**config.mk**
```make
export PLATFORM = sky130hd
export DESIGN_NAME = button_debouncer
export DESIGN_NICKNAME = d
export VERILOG_FILES = /design/src/rtl/button_debouncer.sv
export SDC_FILE = /design/constraint.sdc
export NUM_CORES = 1
export LEC_CHECK = 0
export ABC_AREA = 0
export CAP_MARGIN = 20
export CORE_AREA = 2 2 71 73
export CTS_BUF_LIST = sky130_fd_sc_hd__clkbuf_8 sky130_fd_sc_hd__clkbuf_16
export DETAILED_ROUTE_END_ITERATION = 8
export DIE_AREA = 0 0 73 75
export SETUP_SLACK_MARGIN = 0.3
export SYNTH_ARGS = -nofsm -noshare
export SYNTH_HDL_FRONTEND = slang
export SYNTH_SLANG_ARGS = --single-unit
export TNS_END_PERCENT = 50
```
**constraint.sdc**
```tcl
create_clock -name slow_clk -period 1.6 [get_ports slow_clk]
set_input_delay 0.32 -clock slow_clk [delete_from_list [all_inputs] [get_ports slow_clk]]
set_output_delay 0.32 -clock slow_clk [all_outputs]
set_load 0.05 [all_outputs]
```
**src/rtl/button_debouncer.sv**
```systemverilog
// Debounces a raw asynchronous level: synchronizes it, then accepts a new level only
// after it has differed from the current output for STABLE_CYCLES consecutive cycles.
module button_debouncer #(
   parameter int unsigned STABLE_CYCLES = 500000,
   parameter int unsigned SYNC_STAGES   = 2,
   parameter logic        INIT_LEVEL    = 1'b0
) (
   input  logic slow_clk,
   input  logic reset,
   input  logic signal_in,
   output logic signal_out,
   output logic is_rising_out,
   output logic is_falling_out
);

   localparam int unsigned    CNT_W    = $clog2(STABLE_CYCLES + 1);
   localparam logic [CNT_W-1:0] CNT_LAST = CNT_W'(STABLE_CYCLES - 1);

   logic [SYNC_STAGES-1:0] sync_q;
   logic                   s;
   logic [CNT_W-1:0]       cnt;
   logic [CNT_W-1:0]       cnt_d;
   logic                   out_d;
   logic                   rise_d;
   logic                   fall_d;

   assign s = sync_q[SYNC_STAGES-1];

   // Input synchronizer; the only logic that samples signal_in.
   always_ff @(posedge slow_clk) begin
      if (!reset) begin
         sync_q <= {SYNC_STAGES{INIT_LEVEL}};
      end else begin
         sync_q <= {sync_q[SYNC_STAGES-2:0], signal_in};
      end
   end

   // Counter, debounced level and edge pulses.
   always_ff @(posedge slow_clk) begin
      if (!reset) begin
         cnt            <= '0;
         signal_out     <= INIT_LEVEL;
         is_rising_out  <= 1'b0;
         is_falling_out <= 1'b0;
      end else begin
         cnt            <= cnt_d;
         signal_out     <= out_d;
         is_rising_out  <= rise_d;
         is_falling_out <= fall_d;
      end
   end

   // A match clears the run; the last mismatch cycle commits the new level.
   always_comb begin
      cnt_d  = '0;
      out_d  = signal_out;
      rise_d = 1'b0;
      fall_d = 1'b0;
      if (s != signal_out) begin
         if (cnt == CNT_LAST) begin
            out_d  = s;
            rise_d = s;
            fall_d = ~s;
         end else begin
            cnt_d = cnt + CNT_W'(1);
         end
      end
   end

endmodule

```
==> metrics.md <==
| Metric | Value |
|---|---|
| Metal-1 WL | approximately 1100 um |
| F_max | approximately 680 MHz |
| Final wirelength | approximately 2200 um |
| Reg power frac | roughly three fifths |
| H-tree depth | 1 |
| Post-synth EDFFs | 0 |
| Total leakage power | 0.516 nW |
| Grt ovf | 0 |
| Initial antenna violation count | 0 |
| End of the worst hold path | sync_q[1]$_SDFF_PN0_ |
| Cell with the most instances after synthesis | dfxtp_1 |
| DRC violations left | 0 |
| Synth top area share | between 40% and 50% |
| Worst Path Buf+Inv | 0 |
| # hold bufs at CTS | 0 |
| Post-DP HPWL | between 1500 and 2000 um |
| FF-to-FF End | signal_out$_SDFFE_PN0P_ |
| Register-to-register path setup slack | 0.13 ns |
| Power per standard cell area | 635 mW/mm^2 |
| Synth area leaders | dfxtp_1 (44%), xnor2_1 (6.4%), nor2_1 (5.5%) |
| Top_reg_cell synth | dfxtp_1 |
| Multi-input logic area | ~660 um^2 |
| Hold crit path type | reg2reg |
| Chip Height | between 70 and 80 um |
| Top cells by count, synth | dfxtp_1 (24), nor2_1 (16), nand2_1 (8), nand3_1 (8), xnor2_1 (8) |
| Crit-path max cell delay | between 0.4 and 0.5 ns |
| VDD IR max | 0.238 mV |
| Crit path time final | ~1.5 ns |
| Critical Path Source Type | flop |
| Register area | between 500 and 600 um^2 |
| I/O pin total | 6 |
| Logic pwr share | roughly 2.1% |
| Post-DRT Antenna Nets | 0 |
| Ys Warns | 0 |
| Die area | around 0.0055 mm^2 |
| CTS buffer count | 3 |
| Gr usage total | under 10% |
| Fin nets | approximately 150 |
| Core Box Area | around 0.0047 mm^2 |
| Root Driver | clkbuf_8 |
| Ant diodes | 0 |
| Pin count of the biggest net entering global routing | 19 |
| Max-cap violations | 0 |
| Synth Register Bits | 24 |
| Layout cell share with drive strength beyond 1 | around two fifths |
| First-pass DRT Iterations | 4 |
| Post-route clock skew | between 0.0015 and 0.002 ns |
| WL met3 | a little over 80 um |
| Die Wd | about 73 um |
| P_int | roughly 0.77 mW |
| CP cell instances | and4bb_2 > nand2_1 > or4_4 > a21boi_2 |
| CTS tree | done |
| Slowest cell on crit path | or4_4 |
| Crit Path Category | reg2reg |
| Slew headroom | 74.6% |
| Final Power | between 0.9 and 1 mW |
| Initial drt markers | 49 |
| Wire per inst | 11.5 um |
| Clk sinks | 24 |
| Longest Clk Path Bufs | 2 |
| Clock share of power | a little over a third |
| Final Cycle Share | 92.0% |
| Async set or reset register ratio after synthesis | 0% |
| Starting Density | a little under a quarter |
| Register-to-Register Path Depth | 4 |
| Worst hold stages | 1 |
| CP endpoint kind | flop |
| Max Slew Vio Count | 0 |
| FILL cells | about 480 |
| Top sig layer | met4 |
| RSZ-0062 raised after global routing | true |
| Sw Share | 20.0% |
| P_sw | between 0.15 and 0.2 mW |
| Crit path required time | 1.80 ns |
| # rows | 25 |
| DR vias/cell | about 4.5 |
| Crit-path max FO | 5 |
| Synthesized cell area | around 0.0011 mm^2 |
| Gate Count Post-Synth | between 100 and 150 |
| Via Count | ~890 |
| GPL Wtd Cong | about 0.84 |
| WL met2 | 1070 um |
| Arrival time worst endpoint | 1.67 ns |
| Mean Syn Cell Area | 9.47 um^2 |
| CTS clk-pin slew, worst paths | ~0.080 ns |
| Worst-Skew Late Latency | between 0.2 and 0.3 ns |
| Distinct cells, synth | 31 |
| RR Startpoint | cnt[5]$_SDFF_PP0_ |
| Post-synth top area cell | dfxtp_1 |
| Setup-failing EPs final | 0 |
| Vias in the first global route | 929 |
| Slew @ Worst Pin | 0.377 ns |
| Util after Layout | approximately 32% |
| Sequential area share after synthesis | about 44% |
| Area growth, synth to finish | 37.1% |
| Port bufs | 5 |
| Mapped Nets | between 100 and 150 |
| CP delay by family, top | simple AND/OR/NAND/NOR gates |
| Final Hold Viols | 0 |
| First-pass GRT wire length | 4060 um |
| Outcome | finished, final reports clean |
| Hold wc startpoint | sync_q[0]$_SDFF_PN0_ |
metrics by stage:
step                setup WS [ns]  hold WS [ns]  TNS (ns)  instance area [um^2]  cells
finish                      0.127         0.454         0                  1510    195
global route               0.0654         0.465         0                  1510    195
CTS                         0.128         0.458         0                  1490    195
detailed placement        -0.0449         0.432   -0.0449                  1310    181
global placement          0.00256         0.431         0                  1310    181
floorplan                  0.0919         0.412         0                  1140    116
registers in the layout (all words and copies together) (netlist names):
name / flops
cnt: 19
is_falling_out: 1
signal_out: 1
sync_q: 2
is_rising_out: 1
cell usage in the layout (no fill, tap or decap), drive strengths merged, types with 2 or more instances in the layout:
master,count
dfxtp,24
buf,22
nor2,16
nand2,8
nand3,8
xnor2,8
nand4,8
xor2,6
nor4,5
a21oi,4
inv,3
nor3,3
clkbuf,3
and3,3
or4,3
and2,2
o31ai,2
o21ai,2
clkdlybuf4s50,2
nor3b,2
how the worst max path moves through the flow:
stage,cells after the start,end,slack [ns],start
after floorplan,6,cnt[18]$_SDFF_PP0_,0.09,cnt[1]$_SDFF_PP0_
after global placement,4,signal_out$_SDFFE_PN0P_,0.003,cnt[6]$_SDFF_PP0_
after detailed placement,4,signal_out$_SDFFE_PN0P_,-0.04,cnt[6]$_SDFF_PP0_
after CTS,4,signal_out$_SDFFE_PN0P_,0.13,cnt[5]$_SDFF_PP0_
after global routing,5,signal_out$_SDFFE_PN0P_,0.07,cnt[6]$_SDFF_PP0_
final,4,signal_out$_SDFFE_PN0P_,0.13,cnt[5]$_SDFF_PP0_
final cells by class:
class / instances / area share (%)
Timing Repair Buffer: 24 / 14.0
Clock buffer: 3 / 2.74
Tap cell: 54 / 4.49
Multi-Input combinational cell: 87 / 43.9
Sequential cell: 24 / 34.2
Inverter: 3 / 0.748
power groups by stage:
stage,Clock (mW),Sequential [mW],Combinational (mW)
after floorplan,0,0.616,0.00919
after global placement,0,0.617,0.0202
after detailed placement,0,0.617,0.0201
after CTS,0.361,0.589,0.0204
after global routing,0.391,0.590,0.0227
final,0.347,0.589,0.0201
layer usage:
| metal | GRT usage [%] | up-vias |
|---|---|---|
| met5 | 0 | - |
| li1 | - | 462 |
| met1 | 11.1 | 410 |
| met3 | 3.61 | 3 |
| met4 | 3.50 | 0 |
| met2 | 16.1 | 11 |
worst register-to-register path, stage by stage, from the launching register on:
cell      delay, ns
dfxtp_4        0.36
and4bb_2       0.34
nand2_1        0.08
or4_4          0.49
a21boi_2       0.15
timing repair:
item                                    in CTS  in global routing
pin swaps                                   13                  4
resized for setup                           21                  5
cloned                                       0                  0
endpoints found under the setup margin      20                 21
buffers inserted                            11                  0
hold endpoints to repair                     0                  0
logic make-up (layout without fill, tap and decap cells):
group | count (synthesis) | in the layout | synth area share [%]
compound gates | 10 | 10 | 7.06
xor+xnor | 14 | 14 | 11.2
simple gates | 62 | 62 | 34.2
flops | 24 | 24 | 43.7
fa+ha+maj | 1 | 1 | 1.14
buf+inv | 5 | 30 | 2.73
Note: power is estimated with default switching activity, not from simulation.
